<file path="src/rtl/imem_loader_pkg.sv">
// -----------------------------------------------------------------------------
// imem_loader_pkg
//   Shared definitions for the streaming instruction-memory loader and its
//   consumers (Instruction_Memory and the loader bench).
//   - loader_state_t : loader session state
//   - IMEM_DEPTH     : default instruction-memory depth in words
//   - IMEM_WORD_W    : default instruction width in bits
// -----------------------------------------------------------------------------
package imem_loader_pkg;

    localparam int IMEM_DEPTH  = 256;
    localparam int IMEM_WORD_W = 32;

    typedef enum logic [1:0] {
        IDLE  = 2'd0,
        CLEAR = 2'd1,
        LOAD  = 2'd2,
        DONE  = 2'd3
    } loader_state_t;

endpackage : imem_loader_pkg

</file>
<file path="src/rtl/imem_loader.sv">
// -----------------------------------------------------------------------------
// imem_loader
//   Hardware preload path for the single-cycle CPU instruction memory.
//   A go_i pulse starts a session: every word is zero-filled, then a
//   valid/ready instruction stream is written from address 0 upward. A clean
//   session ends with cpu_start_o held high so it can drive the CPU start_i.
//
// Ports
//   clk_i          : clock
//   rst_i          : asynchronous active-low reset
//   go_i           : single-cycle session request (honoured in IDLE / DONE)
//   load_valid_i   : stream word valid
//   load_data_i    : stream instruction word
//   load_last_i    : final word of the stream (qualified by valid)
//   load_ready_o   : loader accepts a word this cycle (decoded from state)
//   imem_we_o      : instruction-memory write enable (registered)
//   imem_addr_o    : instruction-memory word address (registered)
//   imem_wdata_o   : instruction-memory write data (registered)
//   busy_o         : session in CLEAR or LOAD
//   cpu_start_o    : memory complete and no overflow; CPU may run
//   err_o          : sticky overflow flag for the current session
//   word_count_o   : words accepted this session, saturating at DEPTH
// -----------------------------------------------------------------------------
module imem_loader
    import imem_loader_pkg::*;
#(
    parameter int DEPTH  = IMEM_DEPTH,
    parameter int ADDR_W = 8,
    parameter int WORD_W = IMEM_WORD_W
) (
    input  logic              clk_i,
    input  logic              rst_i,
    input  logic              go_i,
    input  logic              load_valid_i,
    input  logic [WORD_W-1:0] load_data_i,
    input  logic              load_last_i,
    output logic              load_ready_o,
    output logic              imem_we_o,
    output logic [ADDR_W-1:0] imem_addr_o,
    output logic [WORD_W-1:0] imem_wdata_o,
    output logic              busy_o,
    output logic              cpu_start_o,
    output logic              err_o,
    output logic [ADDR_W:0]   word_count_o
);

    localparam logic [ADDR_W-1:0] LAST_ADDR = ADDR_W'(DEPTH - 1);
    localparam logic [ADDR_W:0]   FULL_CNT  = (ADDR_W + 1)'(DEPTH);

    // ------------------------------------------------------------------
    // State and registered outputs
    // ------------------------------------------------------------------
    loader_state_t     state_q, state_d;
    logic [ADDR_W-1:0] addr_q, addr_d;        // next address to write
    logic [ADDR_W:0]   count_q, count_d;      // words accepted this session
    logic              err_q, err_d;
    logic              we_q, we_d;
    logic [ADDR_W-1:0] waddr_q, waddr_d;
    logic [WORD_W-1:0] wdata_q, wdata_d;
    logic              busy_q, busy_d;
    logic              start_q, start_d;

    logic              handshake;
    logic              room;

    assign load_ready_o = (state_q == LOAD);
    assign handshake    = load_ready_o && load_valid_i;

    // Writes are gated by the accepted-word count, not by the address: the
    // address counter wraps to 0 after DEPTH words and must not overwrite
    // the start of the program.
    assign room         = (count_q < FULL_CNT);

    // ------------------------------------------------------------------
    // Next-state logic
    // ------------------------------------------------------------------
    always_comb begin
        state_d = state_q;
        addr_d  = addr_q;
        count_d = count_q;
        err_d   = err_q;
        we_d    = 1'b0;
        waddr_d = waddr_q;
        wdata_d = wdata_q;

        case (state_q)
            IDLE, DONE: begin
                if (go_i) begin
                    state_d = CLEAR;
                    addr_d  = '0;
                    count_d = '0;
                    err_d   = 1'b0;
                end
            end

            CLEAR: begin
                we_d    = 1'b1;
                waddr_d = addr_q;
                wdata_d = '0;
                addr_d  = addr_q + 1'b1;
                if (addr_q == LAST_ADDR) begin
                    state_d = LOAD;
                    addr_d  = '0;
                end
            end

            LOAD: begin
                if (handshake) begin
                    if (room) begin
                        we_d    = 1'b1;
                        waddr_d = addr_q;
                        wdata_d = load_data_i;
                        addr_d  = addr_q + 1'b1;
                        count_d = count_q + 1'b1;
                    end else begin
                        // Overflow words are drained so the host never
                        // stalls, but they are dropped and flagged.
                        err_d = 1'b1;
                    end
                    if (load_last_i) begin
                        state_d = DONE;
                    end
                end
            end

            default: begin
                state_d = IDLE;
            end
        endcase

        busy_d  = (state_d == CLEAR) || (state_d == LOAD);

        // Decoded from the current state rather than the next one so that
        // start rises a full cycle after the final write is presented; the
        // memory has committed that write before the CPU's first fetch.
        // A go_i in DONE drops start on the following cycle.
        start_d = (state_q == DONE) && !go_i && !err_q;
    end

    // ------------------------------------------------------------------
    // Registers
    // ------------------------------------------------------------------
    always_ff @(posedge clk_i or negedge rst_i) begin
        if (!rst_i) begin
            state_q <= IDLE;
            addr_q  <= '0;
            count_q <= '0;
            err_q   <= 1'b0;
            we_q    <= 1'b0;
            waddr_q <= '0;
            wdata_q <= '0;
            busy_q  <= 1'b0;
            start_q <= 1'b0;
        end else begin
            state_q <= state_d;
            addr_q  <= addr_d;
            count_q <= count_d;
            err_q   <= err_d;
            we_q    <= we_d;
            waddr_q <= waddr_d;
            wdata_q <= wdata_d;
            busy_q  <= busy_d;
            start_q <= start_d;
        end
    end

    assign imem_we_o    = we_q;
    assign imem_addr_o  = waddr_q;
    assign imem_wdata_o = wdata_q;
    assign busy_o       = busy_q;
    assign cpu_start_o  = start_q;
    assign err_o        = err_q;
    assign word_count_o = count_q;

endmodule : imem_loader

</file>
<file path="config.mk">
export PLATFORM = sky130hd
export DESIGN_NAME = imem_loader
export DESIGN_NICKNAME = d
export VERILOG_FILES = /design/src/rtl/imem_loader_pkg.sv /design/src/rtl/imem_loader.sv
export SDC_FILE = /design/constraint.sdc
export NUM_CORES = 1
export LEC_CHECK = 0
export CAP_MARGIN = 40
export CORE_UTILIZATION = 40
export CTS_CLUSTER_SIZE = 28
export DETAILED_ROUTE_END_ITERATION = 6
export GPL_TIMING_DRIVEN = 0
export PLACE_DENSITY = 0.82
export SLEW_MARGIN = 0
export SYNTH_ARGS = -nofsm -noshare
export SYNTH_HDL_FRONTEND = slang
export SYNTH_SLANG_ARGS = --single-unit
</file>
<file path="constraint.sdc">
create_clock -name clk_i -period 2.9 [get_ports clk_i]
set_input_delay 0.58 -clock clk_i [delete_from_list [all_inputs] [get_ports clk_i]]
set_output_delay 0.58 -clock clk_i [all_outputs]
set_load 0.01 [all_outputs]
</file>
# After elaboration in Yosys (flattened, before gate mapping)

Cells that the tools add are included.

Register bits after elaboration: 63
Bits in latches: 0
RAM bits: 0
Memory bits (read-only): 0
Input port bits: 37
Output and inout port bits: 54
Word-level logic and storage cells: 63
Memories: 0

Add/sub/neg operators: 2
Multipliers: 0
Divide/modulo/power cells: 0
$lt $le $gt $ge: 1
Eq/ne operators: 10
Shift operators: 0
Multiplexer cells: 27
Bitwise gates (word level): 0
Reduce and logical (&&, ||, !) cells: 14

Operator list:

| operator              | count |
|---|---|
| $mux W32              | 2 |
| $pmux W32 S2          | 1 |
| $mux W8               | 6 |
| $mux W9               | 3 |
| $pmux W8 S3           | 1 |
| $pmux W9 S2           | 1 |
| $pmux W8 S2           | 1 |
| $add A9 B1 Y9 const B | 1 |
| $lt A9 B9 Y1 const B  | 1 |
| $add A8 B1 Y8 const B | 1 |
| $eq A8 B8 Y1 const B  | 1 |
| $mux W2               | 4 |
| $reduce_and A4 Y1     | 2 |
| $eq A2 B2 Y1 const B  | 3 |
| $pmux W2 S3           | 1 |
| $reduce_and A3 Y1     | 2 |
| $mux W1               | 5 |
| $eq A2 B1 Y1 const B  | 2 |
| $ne A2 B1 Y1 const B  | 2 |
| $ne A2 B2 Y1 const B  | 2 |
| $pmux W1 S2           | 2 |
| $reduce_bool A2 Y1    | 2 |
| $logic_and A1 B1 Y1   | 3 |
| $logic_not A1 Y1      | 2 |
| other kinds (3)       | 3 |

# Logic depth before layout (Yosys ltp)

Gate-level depths: netlist of run 1.

Word-level depth: 6
Mapped depth: 9

# Worst setup path before layout of run 1

OpenSTA, ideal clock, no wires.

Path kind: flip-flop to flip-flop
From: reg state_q[0]
To: reg waddr_q[6] (netlist: imem_addr_o[6])
Setup time: 128 ps
Arrival: 1608 ps
Setup slack: 1164 ps
Stages on the path, launching flop included: 9
Path buffers: 2
Cells stage by stage: dfrtp_1 > inv_1 > ha_1 > buf_6 > inv_4 > nor2_4 > a21oi_2 > buf_6 > mux2_1

Longest elaborated chain between the ends: 4
Elaborated cells between the ends (all ways): 8

RTL lines:

| item                               | RTL line           | RTL |
|---|---|---|
| start, declared                    | imem_loader.sv:53  | `loader_state_t state_q, state_d;` |
| start signal, assigned             | imem_loader.sv:155 | `state_q <= state_d;` |
| $eq A2 B2 Y1 (*)                   | imem_loader.sv:66  | `assign load_ready_o = (state_q == LOAD);` |
| net load_ready_o                   | imem_loader.sv:37  | `output logic load_ready_o,` |
| $logic_and A1 B1 Y1                | imem_loader.sv:67  | `assign handshake = load_ready_o && load_valid_i;` |
| $ne A2 B1 Y1 (no source line)      | --                 |  |
| $reduce_and A3 Y1 (no source line) | --                 |  |
| end signal, assigned               | imem_loader.sv:160 | `waddr_q <= waddr_d;` |
| end, declared                      | imem_loader.sv:58  | `logic [ADDR_W-1:0] waddr_q, waddr_d;` |

Mark *: on every way through the listed nets, which the timed path passes. The rest lies on a longest branch.
A chain may end at the register's enable or synchronous reset.

# Worst setup path in the final report of run 1

From: reg state_q[0]
To: out load_ready_o

Longest elaborated chain between the ends: 1

RTL lines:

| item          | RTL line |
|---|---|
| $eq A2 B2 Y1  | imem_loader.sv:66 |
| end, declared | imem_loader.sv:37 |

No other way between the ends.

==> results of run 1 <==
## cell type report
type	count	area (um^2)	share of cell area, %
flip-flops and latches	63	1580	39.4
multi-input cells	144	1120	28.1
repair buffers	91	916	22.9
clock buffers	12	135	3.38
well taps	96	120	3.00
plain buffers	13	88.8	2.22
clock inverters	4	22.5	0.563
inverters	5	21.3	0.531
## flip-flops by register name, summed over array words and instances (netlist names)
register      flops
addr_q            8
busy_o            1
cpu_start_o       1
err_o             1
imem_addr_o       8
imem_wdata_o     32
imem_we_o         1
state_q           2
word_count_o      9
## report_power, final
group          switching (mW)  internal [mW]
combinational           0.332          0.261
sequential             0.0310          0.921
clock                   0.315          0.306
## kinds of logic after synthesis
logic type	count (synthesis)
xor gates and xnor gates	4
and+or+nand+nor	46
DFF	63
muxes	9
AOI/OAI and AO/OA	80
adders and majority gates	5
buffers and inverters	18
## worst paths after layout
kind	start	end	cells past startpoint	slack, ns
max in group asynchronous	rst_i	imem_wdata_o[19]$_DFFE_PN0P_	2	2.00
worst min register to register	imem_addr_o[6]$_DFFE_PN0P_	imem_addr_o[6]$_DFFE_PN0P_	1	0.49
worst min-delay path	rst_i	err_o$_DFFE_PN0P_	1	0.28
worst max register to register	state_q[0]$_DFF_PN0_	imem_addr_o[6]$_DFFE_PN0P_	8	0.97
worst max-delay path	state_q[0]$_DFF_PN0_	load_ready_o	3	0.76
min in group clk_i	imem_addr_o[6]$_DFFE_PN0P_	imem_addr_o[6]$_DFFE_PN0P_	1	0.49
## metal layers
layer	vias to the layer above	routed length, um
li1	1050	-
met1	1089	2940
met2	67	3080
met3	13	283
met4	0	142
met5	-	0
## Yosys cell counts, types with 2 or more instances
cell type / n / area share (%)
nor2_1: 6 / 0.80
nand2_1: 14 / 1.9
buf_4: 3 / 0.80
o41ai_1: 2 / 0.62
a31oi_1: 2 / 0.45
a22o_1: 35 / 11
o22a_1: 2 / 0.62
xnor2_1: 2 / 0.62
a211oi_2: 2 / 0.89
o21ai_1: 5 / 0.89
ha_1: 5 / 2.2
inv_1: 4 / 0.53
clkbuf_1: 2 / 0.27
nor3_1: 2 / 0.36
nand3_1: 7 / 1.2
o21ai_0: 5 / 0.89
o211ai_1: 3 / 0.80
mux2_4: 7 / 3.7
o21bai_1: 2 / 0.53
buf_2: 5 / 0.89
a21oi_1: 10 / 1.8
nand2b_2: 2 / 0.62
xor2_1: 2 / 0.62
buf_6: 3 / 1.2
dfrtp_1: 63 / 56
o21a_1: 2 / 0.53
==> flow_metrics.py, run 1 <==
metrics = {
    "yosys": {
        "synthSimpleGateAreaFrac_pct": 9.31,
        "synth_edf_count": 0,
        "muxShareOfSynthArea_pct": 4.50,
        "synth.cell_area_mm2": 0.00281,
        "synthDistinctLibCells": 54,
        "ys_seq_area_share_pct": 56.1,
        "synth_nets": 267,
        "synthCells": 225,
        "synth_top_family_by_area": "compound AO/OA/AOI/OAI gates",
        "synth_compound_gate_area_share_pct": 22.7,
        "synthAdderAreaFrac_pct": 2.23,
        "synth.avg_cell_area_um2": 12.5,
        "yosys_register_bits": 63,
        "synth_flop_cell": "dfrtp_1",
        "async_flop_share_pct": 100,
        "synth-xor-area-share_pct": 1.25,
        "synth_warnings": 0,
    },
    "layout": {
        "final_nets": 369,
        "n_fill_cell": 555,
        "instances_no_fill": 428,
        "fin_area_mm2": 0.00400,
        "drive_gt1_share_pct": 15.1,
        "diodes": 0,
        "utilization_pct": 58.9,
        "final_cell_mix": "clkdlybuf4s50_1, dfrtp_1, a22o_1, nand2_1, a21oi_1",
        "area_delta_synth_final_pct": 42.5,
        "layout_commonest_cell": "clkdlybuf4s50_1",
    },
    "power_and_ir_drop": {
        "peakVddDrop_uv": 235,
        "p_leak_nw": 1.77,
        "power_mw": 2.17,
        "cellPowerDensity_mw_per_mm2": 541,
    },
    "placed_design": {
        "dp_hpwl_um": 4600,
        "preCtsSetupSlack_ns": 0.699,
        "globalplace.congestion": 0.767,
        "dp.cells": 412,
        "placed_area_mm2": 0.00385,
        "port-buffer-count": 90,
    },
    "critical_path": {
        "crit_buf_inv": 2,
        "cp_max_fo": 5,
        "worst_path_max_delay_cell": "clkdlybuf4s50_1",
        "crit_path_start_kind": "flop",
        "end_kind": "output port",
        "critPathArrivalTime_ns": 1.56,
        "cp_data_required_time_ns": 2.32,
        "cp_cell_sequence": "inv_1 -> ha_1 -> clkdlybuf4s50_1",
        "path_class": "reg2out",
        "slowest_delay_ns": 0.54,
        "cp_top_family": "buffers and inverters",
    },
    "sta": {
        "fin_tns_setup_ns": 0,
        "fmax_ghz": 0.467,
        "rsz0062_at_grt": "false",
        "hold_slack_ns": 0.282,
        "maxSlewViolCount": 0,
        "min_period_ns": 2.14,
        "worstMarginPinSlew_ns": 0.683,
        "fin_ws_ns": 0.761,
        "fin_crit_sh_pct": 73.8,
        "max_slew_margin_pct": 54.5,
        "setup_violations": 0,
        "finalHoldViolCount": 0,
        "skew_ns": 0.00855,
    },
    "route": {
        "vias_per_cell": 5.18,
        "wire_per_inst_um": 15.1,
        "num_vias": 2219,
        "routed_wl_um": 6450,
        "drtIter0Drc": 103,
        "antenna_left": 0,
        "drc": 0,
        "drt_first_pass_iters": 4,
    },
    "cts": {
        "cts_resized": 0,
        "cts_tree": "done",
        "ctsHoldBuffers": 0,
        "cts.sinks": 63,
        "clock_latency_ns": 0.33,
        "path_clk_slew_ns": 0.07,
        "clockBufferDepth": 2,
        "cts_setup_buffers": 0,
        "htree_levels": 3,
        "cts_root_buf": "clkbuf_8",
        "cts_made_buffers": 9,
    },
    "die": {
        "die_w_um": 85.8,
        "die-area_mm2": 0.00737,
        "io_pins": 91,
        "design.core.area_mm2": 0.00679,
        "initial_core_util_pct": 41.4,
        "die_height_um": 85.8,
        "placementRows": 30,
    },
    "grt": {
        "grt_pass1_wl_um": 10600,
        "antenna_found_initial": 0,
        "grt_busiest_layer": "met2",
        "met3_usage_pct": 3.66,
        "gr-usage-met2_pct": 28.5,
        "met1_usage_pct": 25.2,
        "grt_remaining_overflow": 0,
        "grt_use_total_pct": 18.7,
        "grt_pass1_vias": 2179,
        "grt_max_degree": 35,
    },
    "flow_run": {
        "drv_cap": 0,
    },
    "hold_path": {
        "hold_path.class": "in2async",
    },
    "run_status": {
        "outcome": "finished, final reports clean",
    },
}
Note: power is estimated with default switching activity, not from simulation.
==> run 2: changes to the inputs <==
==> constraint.sdc (replaced) <==
create_clock -name clk_i -period 2.1 [get_ports clk_i]
set_input_delay 0.42 -clock clk_i [delete_from_list [all_inputs] [get_ports clk_i]]
set_output_delay 0.42 -clock clk_i [all_outputs]
set_load 0.01 [all_outputs]
==> results of run 2 <==
Same layout as run 1 (identical final DEF). Status: finished, final reports clean.
Among the figures that moved: setup slack after placement 0.699 ns -> 0.0588 ns; setup slack after layout 0.761 ns -> 0.121 ns; hold slack 0.282 ns -> 0.122 ns; register-to-register setup slack 0.97 ns -> 0.17 ns; total power 2.17 mW -> 2.99 mW; worst IR drop on VDD 235 uV -> 324 uV
==> run 3: changes to the inputs <==
--- a/config.mk
+++ b/config.mk
@@ -6,11 +6,11 @@
 export NUM_CORES = 1
 export LEC_CHECK = 0
 export CAP_MARGIN = 40
-export CORE_UTILIZATION = 40
+export CORE_UTILIZATION = 29
 export CTS_CLUSTER_SIZE = 28
 export DETAILED_ROUTE_END_ITERATION = 6
 export GPL_TIMING_DRIVEN = 0
-export PLACE_DENSITY = 0.82
+export PLACE_DENSITY = 0.66
 export SLEW_MARGIN = 0
 export SYNTH_ARGS = -nofsm -noshare
 export SYNTH_HDL_FRONTEND = slang
==> run 3 against run 2 <==
  * Combinational power increased by 0.5%
  * Worst hold slack improved by 0.035 ns
  * First-iteration DRC count unchanged
  * Highest routed layer unchanged
  * Critical path depth unchanged
  * Utilization decreased by 15 points
  * Clock skew about the same
  * Non-clock buffer count decreased by 1
  * Via count decreased by 0.95%
  * Register-to-register slack improved by 0.03 ns
  * Critical path type unchanged
==> flow_metrics.py, run 3 (synthesis gave the netlist of run 1 again) <==
metrics = {
    "run_status": {
        "outcome": "finished, final reports clean",
    },
    "critical_path": {
        "crit_path_start_kind": "flop",
        "crit_buf_inv": 2,
        "cp_max_fo": 5,
        "critPathLaunch": "state_q[0]$_DFF_PN0_",
        "slowest_delay_ns": 0.55,
        "cp_cell_sequence": "inv_1 -> ha_1 -> clkdlybuf4s50_1",
        "cp_data_required_time_ns": 1.68,
        "path_class": "reg2out",
        "r2r_end": "imem_addr_o[6]$_DFFE_PN0P_",
        "r2r_cells": 8,
        "cp_top_family": "buffers and inverters",
        "r2r_slack_ns": 0.20,
        "critPathArrivalTime_ns": 1.58,
        "critical_path_depth": 3,
        "endpoint": "load_ready_o",
        "worst_path_max_delay_cell": "clkdlybuf4s50_1",
        "r2r-start": "state_q[0]$_DFF_PN0_",
        "end_kind": "output port",
    },
    "grt": {
        "grt_pass1_wl_um": 10900,
        "grt_pass1_vias": 2221,
        "grt_use_total_pct": 14.0,
        "grt_remaining_overflow": 0,
        "antenna_found_initial": 0,
        "grt_max_degree": 64,
    },
    "layout": {
        "layout_commonest_cell": "clkdlybuf4s50_1",
        "instances_no_fill": 460,
        "drive_gt1_share_pct": 15.4,
        "final_cell_mix": "clkdlybuf4s50_1, dfrtp_1, a22o_1, nand2_1, clkbuf_8",
        "diodes": 0,
        "area_delta_synth_final_pct": 45.1,
        "fin_area_mm2": 0.00408,
        "final_nets": 368,
        "largest_reg_flops": 32,
    },
    "cts": {
        "ctsHoldBuffers": 0,
        "cts_tree": "done",
        "clock_latency_ns": 0.34,
        "cts.sinks": 63,
        "path_clk_slew_ns": 0.07,
        "cts_setup_buffers": 0,
        "cts_made_buffers": 9,
        "clockBufferDepth": 2,
        "htree_levels": 3,
        "cts_resized": 0,
        "cts_root_buf": "clkbuf_8",
    },
    "placed_design": {
        "placed_area_mm2": 0.00387,
        "dp.cells": 444,
        "dp_hpwl_um": 4710,
        "globalplace.congestion": 0.807,
        "port-buffer-count": 90,
    },
    "sta": {
        "skew_ns": 0.00828,
        "worstMarginPinSlew_ns": 0.793,
        "setup_violations": 0,
        "hold_slack_ns": 0.157,
        "min_period_ns": 2.00,
        "fmax_ghz": 0.499,
        "finalHoldViolCount": 0,
        "fin_crit_sh_pct": 95.4,
        "rsz0062_at_grt": "false",
        "max_slew_margin_pct": 47.1,
        "maxSlewViolCount": 0,
    },
    "power_and_ir_drop": {
        "peakVddDrop_uv": 342,
        "p_leak_nw": 1.79,
        "cellPowerDensity_mw_per_mm2": 793,
    },
    "route": {
        "drc": 0,
        "vias_per_cell": 4.78,
        "antenna_left": 0,
        "routed_wl_um": 6630,
        "num_vias": 2198,
        "drt_first_pass_iters": 4,
        "drtIter0Drc": 103,
        "wire_per_inst_um": 14.4,
    },
    "die": {
        "die_height_um": 100,
        "die_w_um": 100,
        "initial_core_util_pct": 30.1,
        "placementRows": 35,
        "design.core.area_mm2": 0.00933,
        "die-area_mm2": 0.0101,
        "io_pins": 91,
    },
    "hold_path": {
        "hold_path.class": "in2async",
    },
    "flow_run": {
        "drv_cap": 0,
    },
}
run 3: cell types whose count changed in the layout (fill, tap and decap cells not counted), sizes merged:
cell,delta
clkbuf,+1
buf,-1
clkinv,-1
clkinvlp,-1
bufinv,+1
run 3: area by class of cell:
cell class | count | area [um^2]
Fill cell | 854 | 5250
Sequential cell | 63 | 1580
Multi-Input combinational cell | 144 | 1120
Timing Repair Buffer | 90 | 898
Clock buffer | 13 | 169
Tap cell | 129 | 161
Buffer | 13 | 88.8
Clock inverter | 3 | 40.0
Inverter | 5 | 21.3
run 3: worst reg2reg max path, cell delays in order, from the launching register on:
cell     delay (ns)
dfrtp_1        0.42
inv_1          0.06
ha_1           0.23
buf_6          0.16
inv_4          0.12
nor2_4         0.06
a21oi_2        0.21
buf_6          0.21
mux2_1         0.33
run 3: metrics by stage:
step	total power, mW	setup TNS, ns	worst slack (ns)	util [%]
6_report	3.24	0	0.0973	43.7
5_1_grt	3.43	0	0.00465	43.7
4_1_cts	3.28	0	0.0732	43.7
3_5_place_dp	2.17	0	0.0490	41.5
3_3_place_gp	2.16	-90.37	-1.44	41.5
2_1_floorplan	1.87	0	0.364	-
run 3: layer usage:
layer,share of wire (%),up-vias,GRT usage [%]
met1,45,1076,17.0
met5,0,-,0
met2,47,70,22.5
met4,0.39,0,4.35
li1,-,1050,-
met3,7.8,2,6.27
run 3: power by group:
part | internal [mW] | total, mW | switching [mW]
combinational | 0.358 | 0.823 | 0.465
sequential | 1.27 | 1.31 | 0.0415
clock | 0.642 | 1.10 | 0.457
total | 2.27 | 3.24 | 0.964
run 3: worst min-delay path by stage:
stage,start,depth (start not counted),slack (ns),to
6_report,rst_i,1,0.16,err_o$_DFFE_PN0P_
5_1_grt,rst_i,1,0.23,cpu_start_o$_DFF_PN0_
4_1_cts,rst_i,1,0.20,word_count_o[3]$_DFFE_PN0P_
3_5_place_dp,imem_wdata_o[26]$_DFFE_PN0P_,1,0.48,imem_wdata_o[26]$_DFFE_PN0P_
3_3_place_gp,imem_wdata_o[13]$_DFFE_PN0P_,1,0.48,imem_wdata_o[13]$_DFFE_PN0P_
2_1_floorplan,rst_i,0,0.12,addr_q[0]$_DFFE_PN0P_
